===== src/rtl/pulse_gen16_if.sv =====
// pulse_gen16_if: peripheral-bus bundle for the pulse generator.
// The master side drives the write strobes and control inputs. The slave
// side is the generator, which returns the status and pulse outputs.
// When PULSE_GEN16_PRESCALE_EN is defined, the bundle also carries the
// load_prescale strobe.
interface pulse_gen16_if #(
    parameter int WIDTH = 16
);
    logic [WIDTH-1:0] data_in;
    logic             load_period;
    logic             load_width;
    logic             start;
    logic             stop;
    logic             oneshot;
`ifdef PULSE_GEN16_PRESCALE_EN
    logic             load_prescale;
`endif
    logic [WIDTH-1:0] data_out;
    logic             pulse_out;
    logic             busy;
    logic             tick;

    modport master (
`ifdef PULSE_GEN16_PRESCALE_EN
        output load_prescale,
`endif
        output data_in, load_period, load_width, start, stop, oneshot,
        input  data_out, pulse_out, busy, tick
    );

    modport slave (
`ifdef PULSE_GEN16_PRESCALE_EN
        input  load_prescale,
`endif
        input  data_in, load_period, load_width, start, stop, oneshot,
        output data_out, pulse_out, busy, tick
    );
endinterface


===== src/rtl/pulse_gen16.sv =====
// pulse_gen16: programmable periodic pulse generator.
// The generator supports continuous and one-shot modes.
// Period and width values are written into shadow registers. They are
// copied into the active registers on start and at each continuous wrap. A
// load in the same cycle bypasses its shadow register.
// Optional feature: define PULSE_GEN16_PRESCALE_EN to add an 8-bit prescaler
// (load_prescale strobe). The prescaler slows the phase counter by a factor
// of S+1.
module pulse_gen16 #(
    parameter int WIDTH = 16
) (
    input  logic          sysclk,
    input  logic          sysreset_n,
    pulse_gen16_if.slave  bus
);
    typedef enum logic {
        IDLE = 1'b0,
        RUN  = 1'b1
    } state_t;

    localparam logic [WIDTH-1:0] ONE = {{(WIDTH-1){1'b0}}, 1'b1};

    state_t           state_q, state_d;
    logic [WIDTH-1:0] p_sh_q, p_sh_d;
    logic [WIDTH-1:0] w_sh_q, w_sh_d;
    logic [WIDTH-1:0] p_act_q, p_act_d;
    logic [WIDTH-1:0] w_act_q, w_act_d;
    logic [WIDTH-1:0] ph_q, ph_d;
    logic             os_q, os_d;

    // Shadow values as seen this cycle: a write in progress wins.
    logic [WIDTH-1:0] p_next;
    logic [WIDTH-1:0] w_next;
    logic             step;        // phase counter advances at this edge
    logic             period_end;  // last sysclk cycle of the period
    logic             reload;
    logic             halt;

`ifdef PULSE_GEN16_PRESCALE_EN
    logic [7:0] s_sh_q, s_sh_d;
    logic [7:0] s_act_q, s_act_d;
    logic [7:0] pre_q, pre_d;
    logic [7:0] s_next;
`endif

    // Bypassed shadow values, phase step enable and end-of-period detect.
    always_comb begin
        p_next = bus.load_period ? bus.data_in : p_sh_q;
        w_next = bus.load_width  ? bus.data_in : w_sh_q;
`ifdef PULSE_GEN16_PRESCALE_EN
        s_next = bus.load_prescale ? bus.data_in[7:0] : s_sh_q;
        step   = (pre_q == s_act_q);
`else
        step   = 1'b1;
`endif
        period_end = (state_q == RUN) && (ph_q == p_act_q - ONE) && step;
    end

    // Next-state logic. Priority is stop, then start, then wrap, then counting.
    always_comb begin
        state_d = state_q;
        p_sh_d  = p_next;
        w_sh_d  = w_next;
        p_act_d = p_act_q;
        w_act_d = w_act_q;
        ph_d    = ph_q;
        os_d    = os_q;
        reload  = 1'b0;
        halt    = 1'b0;
`ifdef PULSE_GEN16_PRESCALE_EN
        s_sh_d  = s_next;
        s_act_d = s_act_q;
        pre_d   = pre_q;
`endif
        if (bus.stop) begin
            halt = 1'b1;
        end else if (bus.start || period_end) begin
            // A one-shot run ends at its wrap. A zero period never starts.
            if (!bus.start && os_q) begin
                halt = 1'b1;
            end else if (p_next != '0) begin
                reload = 1'b1;
            end else begin
                halt = 1'b1;
            end
        end else if (state_q == RUN) begin
            if (step) begin
                ph_d = ph_q + ONE;
            end
`ifdef PULSE_GEN16_PRESCALE_EN
            pre_d = step ? 8'd0 : pre_q + 8'd1;
`endif
        end

        if (reload) begin
            state_d = RUN;
            p_act_d = p_next;
            w_act_d = w_next;
            ph_d    = '0;
            if (bus.start) begin
                os_d = bus.oneshot;
            end
`ifdef PULSE_GEN16_PRESCALE_EN
            s_act_d = s_next;
            pre_d   = 8'd0;
`endif
        end
        if (halt) begin
            state_d = IDLE;
            ph_d    = '0;
`ifdef PULSE_GEN16_PRESCALE_EN
            pre_d   = 8'd0;
`endif
        end
    end

    // Register update. The synchronous active-low reset clears everything.
    always_ff @(posedge sysclk) begin
        if (!sysreset_n) begin
            state_q <= IDLE;
            p_sh_q  <= '0;
            w_sh_q  <= '0;
            p_act_q <= '0;
            w_act_q <= '0;
            ph_q    <= '0;
            os_q    <= 1'b0;
`ifdef PULSE_GEN16_PRESCALE_EN
            s_sh_q  <= 8'd0;
            s_act_q <= 8'd0;
            pre_q   <= 8'd0;
`endif
        end else begin
            state_q <= state_d;
            p_sh_q  <= p_sh_d;
            w_sh_q  <= w_sh_d;
            p_act_q <= p_act_d;
            w_act_q <= w_act_d;
            ph_q    <= ph_d;
            os_q    <= os_d;
`ifdef PULSE_GEN16_PRESCALE_EN
            s_sh_q  <= s_sh_d;
            s_act_q <= s_act_d;
            pre_q   <= pre_d;
`endif
        end
    end

    // Outputs are decoded from registers only, so pulse_out cannot glitch.
    assign bus.busy      = (state_q == RUN);
    assign bus.pulse_out = (state_q == RUN) && (ph_q < w_act_q);
    assign bus.tick      = period_end;
    assign bus.data_out  = (state_q == RUN) ? (p_act_q - ONE - ph_q) : '0;
endmodule


===== src/flat_wrapper.sv =====
// flat-port wrapper written by rule: the top's interface ports become plain ports
module pulse_gen16_flat 
#(
    parameter int WIDTH = 16
)
  (sysclk, sysreset_n, bus_data_in, bus_load_period, bus_load_width, bus_start, bus_stop, bus_oneshot, bus_data_out, bus_pulse_out, bus_busy, bus_tick);
  pulse_gen16_if #(.WIDTH(WIDTH)) bus_i ();
  input  logic sysclk;
  input  logic sysreset_n;
  input wire logic [$bits(bus_i.data_in)-1:0] bus_data_in;
  input wire logic [$bits(bus_i.load_period)-1:0] bus_load_period;
  input wire logic [$bits(bus_i.load_width)-1:0] bus_load_width;
  input wire logic [$bits(bus_i.start)-1:0] bus_start;
  input wire logic [$bits(bus_i.stop)-1:0] bus_stop;
  input wire logic [$bits(bus_i.oneshot)-1:0] bus_oneshot;
  output wire logic [$bits(bus_i.data_out)-1:0] bus_data_out;
  output wire logic [$bits(bus_i.pulse_out)-1:0] bus_pulse_out;
  output wire logic [$bits(bus_i.busy)-1:0] bus_busy;
  output wire logic [$bits(bus_i.tick)-1:0] bus_tick;
  assign bus_i.data_in = bus_data_in;
  assign bus_i.load_period = bus_load_period;
  assign bus_i.load_width = bus_load_width;
  assign bus_i.start = bus_start;
  assign bus_i.stop = bus_stop;
  assign bus_i.oneshot = bus_oneshot;
  assign bus_data_out = bus_i.data_out;
  assign bus_pulse_out = bus_i.pulse_out;
  assign bus_busy = bus_i.busy;
  assign bus_tick = bus_i.tick;
  pulse_gen16 #(.WIDTH(WIDTH)) u_core (.sysclk(sysclk), .sysreset_n(sysreset_n), .bus(bus_i));
endmodule

===== config.mk =====
export PLATFORM = sky130hd
export DESIGN_NAME = pulse_gen16_flat
export DESIGN_NICKNAME = d
export VERILOG_FILES = /design/src/rtl/pulse_gen16_if.sv /design/src/rtl/pulse_gen16.sv /design/src/flat_wrapper.sv
export SDC_FILE = /design/constraint.sdc
export NUM_CORES = 1
export LEC_CHECK = 0
export ABC_CLOCK_PERIOD_IN_PS = 9200
export CAP_MARGIN = 25
export CORE_ASPECT_RATIO = 2
export CORE_MARGIN = 2
export CORE_UTILIZATION = 58
export DETAILED_ROUTE_END_ITERATION = 8
export PLACE_DENSITY = 0.86
export SLEW_MARGIN = 20
export SYNTH_ARGS = -nofsm -noshare
export SYNTH_HDL_FRONTEND = slang
export SYNTH_SLANG_ARGS = --single-unit

===== constraint.sdc =====
create_clock -name sysclk -period 9.2 [get_ports sysclk]
set_input_delay 1.84 -clock sysclk [delete_from_list [all_inputs] [get_ports sysclk]]
set_output_delay 1.84 -clock sysclk [all_outputs]
set_load 0.02 [all_outputs]

## Word-level counts from Yosys, hierarchy flattened

Cells that the tools add are included.

| word-level totals | value |
|---|---|
| register bits | 82 |
| output and inout bits | 19 |
| word-level logic and storage cells | 36 |

| cells by class | value |
|---|---|
| add/subtract/negate cells | 3 |
| $lt $le $gt $ge | 1 |
| eq/ne operators | 1 |
| multiplexer cells | 11 |
| bitwise logic cells | 3 |
| reduce and logical (&&, ||, !) cells | 10 |

Operators by type and width:

| operator | number |
|---|---|
| two-way mux 16 bit | 3 |
| adder 16 x 1 -> 16 bit (second input constant) | 1 |
| equality test 16 bit | 1 |
| < comparator 16 bit | 1 |
| nonzero test 16 bit | 1 |
| subtractor 16 x 1 -> 16 bit (second input constant) | 1 |
| subtractor 16 bit | 1 |
| two-way mux 1 bit | 8 |
| logical AND 1 bit | 3 |
| NOT 1 bit | 3 |
| AND reduction 3 bit | 1 |
| OR reduction 3 bit | 1 |
| AND reduction 2 bit | 1 |
| OR reduction 2 bit | 1 |
| logical NOT 1 bit | 1 |
| logical OR 1 bit | 1 |

## Logic depth before layout (Yosys ltp)

| depth | value |
|---|---|
| depth after elaboration | 7 |
| mapped depth | 15 |

## Least setup slack after synthesis

Ideal clock, no wire load.

| timing path | value |
|---|---|
| path kind | register -> output |
| from | register u_core.p_act_q[0] |
| to | output port bus_data_out[15] |
| data arrival time | 2.904 ns |
| required time | 7.360 ns |
| path slack | 4.456 ns |
| cell stages (with the launch flop) | 13 |
| path buffers | 0 |
| path through | dfxtp_1 > inv_1 > ha_1 > inv_1 > or3_1 > nor2_1 > xor2_1 > ha_1 > nand3_1 > a2111o_1 > a2111oi_0 > o21ai_0 > a21oi_1 |

| between the ends | value |
|---|---|
| longest elaborated chain between the ends | 3 |

RTL lines:

| item | RTL line | text |
|---|---|---|
| from (decl) | pulse_gen16.sv:26 | `logic [WIDTH-1:0] p_act_q, p_act_d;` |
| from (signal assigned) | pulse_gen16.sv:136 | `p_act_q <= p_act_d;` |
| subtractor 16 x 1 -> 16 bit | pulse_gen16.sv:152 | `assign bus.data_out = (state_q == RUN) ? (p_act_q - ONE - ph_q) : '0;` |
| subtractor 16 bit | pulse_gen16.sv:152 |  |
| two-way mux 16 bit | pulse_gen16.sv:152 |  |
| to (decl) | flat_wrapper.sv:16 | `output wire logic [$bits(bus_i.data_out)-1:0] bus_data_out;` |

No other way between the ends.

## Worst setup path in the final report

Same ends and word-level chain as after synthesis.

==> summary.txt <==
Routing
  – DRT antenna net count: 0
  – Final routed wirelength across all metal layers: 13,100 um
  – Remaining design rule violation count: 0
  – Drt first-iter violations: 249
  – Avg WL per Cell: 18.9 um
  – Via count: 4,384
  – First drt pass iteration count: 5
  – Average via count per standard cell: 6.33

Timing
  – Period utilisation layout: 64.1%
  – Unrepaired setup endpoints after global routing: no
  – Tightest slew margin relative to the limit: 31.2%
  – Count of final max-slew check failures: 0
  – Final total negative setup slack: 0 ns
  – Tightest Pin Transition: 1.03 ns
  – Final setup slack of the worst path: 3.30 ns
  – Setup Viol. Count Final: 0
  – Fmax: 0.170 GHz
  – Final Hold Vio Count: 0
  – Clock skew: 0.00635 ns
  – Post-layout min period: 5.90 ns
  – Worst hold slack: 0.477 ns

Finish
  – Final Instance Area: 5690 um^2
  – Final nets: 646
  – Filler cells: 654
  – Ratio of cells with drive above 1 in the final layout: 6.72%
  – Non-filler cells in the finished layout: 693
  – Area used by multi-input combinational logic: 3010 um^2
  – ANT cells: 0
  – Area overhead of the layout relative to synthesis: 16.0%
  – Utilization of the core after routing: 69.2%
  – Sequential standard cell area: 1640 um^2

Floorplan
  – Boundary pin count: 42
  – Die boundary height: 134 um
  – Core Footprint: 8230 um^2
  – Die Outline Area: 9260 um^2
  – Effective utilization at floorplan: 59.6%
  – Number of core rows: 47
  – Floorplan die width: 69.1 um

Synth
  – Top cell type by total area after synthesis: sky130_fd_sc_hd__dfxtp_1
  – Synth top area cells: sky130_fd_sc_hd__dfxtp_1 33%, sky130_fd_sc_hd__ha_1 8.2%, sky130_fd_sc_hd__mux2i_1 7.1%, sky130_fd_sc_hd__nor2b_1 4.7%, sky130_fd_sc_hd__a31o_1 4.6%
  – Gate count after technology mapping: 559
  – Commonest cells in the netlist: 82 x sky130_fd_sc_hd__dfxtp_1, 39 x sky130_fd_sc_hd__inv_1, 37 x sky130_fd_sc_hd__nor2_1, 37 x sky130_fd_sc_hd__nor2b_1, 35 x sky130_fd_sc_hd__mux2i_1
  – Syn Area/Cell: 8.78 um^2
  – Register bit count reported by yosys: 82
  – Count of distinct cell types in the synthesized netlist: 54
  – Most used flip-flop cell after synthesis: sky130_fd_sc_hd__dfxtp_1
  – Synthesized Nets: 615
  – Share of synthesized registers carrying an async set or reset: 0%
  – Post-synth design cell area: 4910 um^2
  – Dominant cell by count in the synthesized netlist: sky130_fd_sc_hd__dfxtp_1
  – Synthesis Warnings: 0
  – Number of enable-type register cells in the synthesized netlist: 0
  – Yosys top cell area share: 33.4%
  – Sequential-to-total area share from yosys stat: 33.4%

Setup path
  – Setup CP Type: flip-flop to output port
  – Largest stage delay, worst path: 0.63 ns
  – Sequence of cells on the critical path: inv_1 > ha_1 > inv_1 > or3_1 > nor2_1 > xor2_1 > ha_1 > nand3_1 > a2111o_1 > a2111oi_0 > o21ai_0 > a21oi_1 > clkdlybuf4s50_1
  – Largest fanout on the critical path: 5
  – Critical path launch point type: flip-flop
  – CP max-delay cell: sky130_fd_sc_hd__clkdlybuf4s50_1
  – Signal arrival time at the worst endpoint: 4.06 ns
  – Required @ worst endpoint: 7.36 ns
  – Endpoint kind of the worst setup timing path: output port

Clock tree
  – CTS Hold Bufs: 0
  – Clock buffers created by TritonCTS: 9
  – CTS H-tree depth: 3
  – CTS tree: done
  – Resize count post-CTS: 0
  – Sink Count: 82
  – Post-CTS Setup Repair Bufs: 0
  – CTS root buf: sky130_fd_sc_hd__clkbuf_16
  – Clock-pin slew of the registers on the worst-case setup and hold paths: 0.06 ns
  – Clock Latency Late Sink: 0.35 ns
  – CTS max path bufs: 2

Power and ir drop
  – Power per standard cell area: 180 nW/um^2
  – Leak: 2.33 nW
  – Total Power: 1.02 mW
  – Max IR drop VDD: 0.224 mV

Place
  – Cell count after placement: 675
  – Placed cell areas: 5350 um^2
  – Gp weighted congestion: 0.983
  – HPWL reported at the end of detailed placement: 9870 um
  – Port bufs: 41
  – DP Worst Slack: 3.79 ns

Global routing
  – Largest net degree at the start of global routing: 68
  – Initial antenna violation count: 0
  – Via count of the first global-routing pass: 4,291
  – Total track usage: 28.4%
  – Final global-route overflow total: 0
  – Wire length of the first global-routing pass: 20,900 um

Run status
  – Result of the run: complete, no violations

Worst hold path
  – Path type of the worst min-delay path: flip-flop to flip-flop

Job
  – Max cap viols: 0
[cells by family (layout without fill, tap and decap cells)]
family          Yosys count  in the layout  share of synthesized area [%]
xor+xnor                 29             29                           5.17
mux                      35             35                           7.14
fa+ha+maj                33             33                           8.56
simple gates            202            202                           23.4
flops                    82             82                           33.4
compound gates          113            113                           17.0
buf+inv                  65            101                           5.25
[per-layer routing]
metal	global-route usage, %	up-vias	wire length (um)
li1	-	2084	-
met2	51.2	170	6780
met5	0	-	0
met3	3.91	61	530
met1	28.4	2069	4760
met4	23.4	0	1050
[flip-flops by register name, indices dropped and copies added, names as in the netlist]
| signal | flops |
|---|---|
| u_core.p_act_q | 16 |
| u_core.p_sh_q | 16 |
| u_core.ph_q | 16 |
| u_core.w_act_q | 16 |
| u_core.w_sh_q | 16 |
| u_core.bus.busy | 1 |
| u_core.os_q | 1 |
[layout by cell type, fill, tap and decap left out, types with 3 or more instances in the layout]
| cell | n |
|---|---|
| sky130_fd_sc_hd__inv_1 | 39 |
| sky130_fd_sc_hd__o21a_1 | 4 |
| sky130_fd_sc_hd__nand2b_1 | 3 |
| sky130_fd_sc_hd__inv_6 | 3 |
| sky130_fd_sc_hd__clkdlybuf4s50_1 | 40 |
| sky130_fd_sc_hd__o31ai_1 | 6 |
| sky130_fd_sc_hd__ha_1 | 32 |
| sky130_fd_sc_hd__nand4_1 | 8 |
| sky130_fd_sc_hd__nor2_1 | 37 |
| sky130_fd_sc_hd__nor4_1 | 11 |
| sky130_fd_sc_hd__o21ai_0 | 20 |
| sky130_fd_sc_hd__nor3_2 | 3 |
| sky130_fd_sc_hd__a31o_1 | 26 |
| sky130_fd_sc_hd__dfxtp_1 | 82 |
| sky130_fd_sc_hd__a31o_2 | 6 |
| sky130_fd_sc_hd__mux2i_1 | 35 |
| sky130_fd_sc_hd__a21o_1 | 6 |
| sky130_fd_sc_hd__and3_1 | 34 |
| sky130_fd_sc_hd__xor2_1 | 11 |
| sky130_fd_sc_hd__nor2b_1 | 37 |
| sky130_fd_sc_hd__o211ai_1 | 3 |
| sky130_fd_sc_hd__xnor2_1 | 18 |
| sky130_fd_sc_hd__clkbuf_16 | 9 |
| sky130_fd_sc_hd__a21oi_1 | 23 |
| sky130_fd_sc_hd__nor3_1 | 10 |
| sky130_fd_sc_hd__nand3_1 | 9 |
| sky130_fd_sc_hd__or3_1 | 11 |
| sky130_fd_sc_hd__a211oi_1 | 5 |
| sky130_fd_sc_hd__nand2_1 | 24 |
[layout make-up]
type / count / area share, %
repair buffers: 45 / 8.06
inverters: 40 / 2.64
multi-input cells: 412 / 52.9
clock buffers: 9 / 3.96
flip-flops and latches: 82 / 28.8
clock inverters: 7 / 1.49
well taps: 98 / 2.15
[power by group]
| group | internal (mW) | leakage, nW | total (mW) | switching [mW] |
|---|---|---|---|---|
| registers | 0.370 | 0.670 | 0.381 | 0.0114 |
| logic | 0.119 | 1.51 | 0.269 | 0.151 |
| clock network | 0.216 | 0.153 | 0.373 | 0.157 |
| total | 0.704 | 2.33 | 1.02 | 0.320 |
[path summary, 6_finish.rpt]
| check | to | slack (ns) | cells past startpoint | from |
|---|---|---|---|---|
| hold / removal | u_core.w_act_q[13] | 0.48 | 1 | u_core.w_act_q[13] |
| hold reg to reg | u_core.w_act_q[13] | 0.48 | 1 | u_core.w_act_q[13] |
| setup reg to reg | u_core.p_act_q[12] | 4.96 | 13 | u_core.p_act_q[7] |
| setup / recovery | bus_data_out[15] | 3.30 | 13 | u_core.p_act_q[0] |
[critical path, delay by kind of cell, from the launching register on]
family,cells,cell delay (ns)
adder cells (fa/ha/maj),2,0.56
AND/OR/NAND/NOR,3,0.68
XOR/XNOR,1,0.08
AO/OA/AOI/OAI,4,1.27
buffers and inverters,3,0.76
flip-flops,1,0.35
Power figures use the tool's default switching activity.
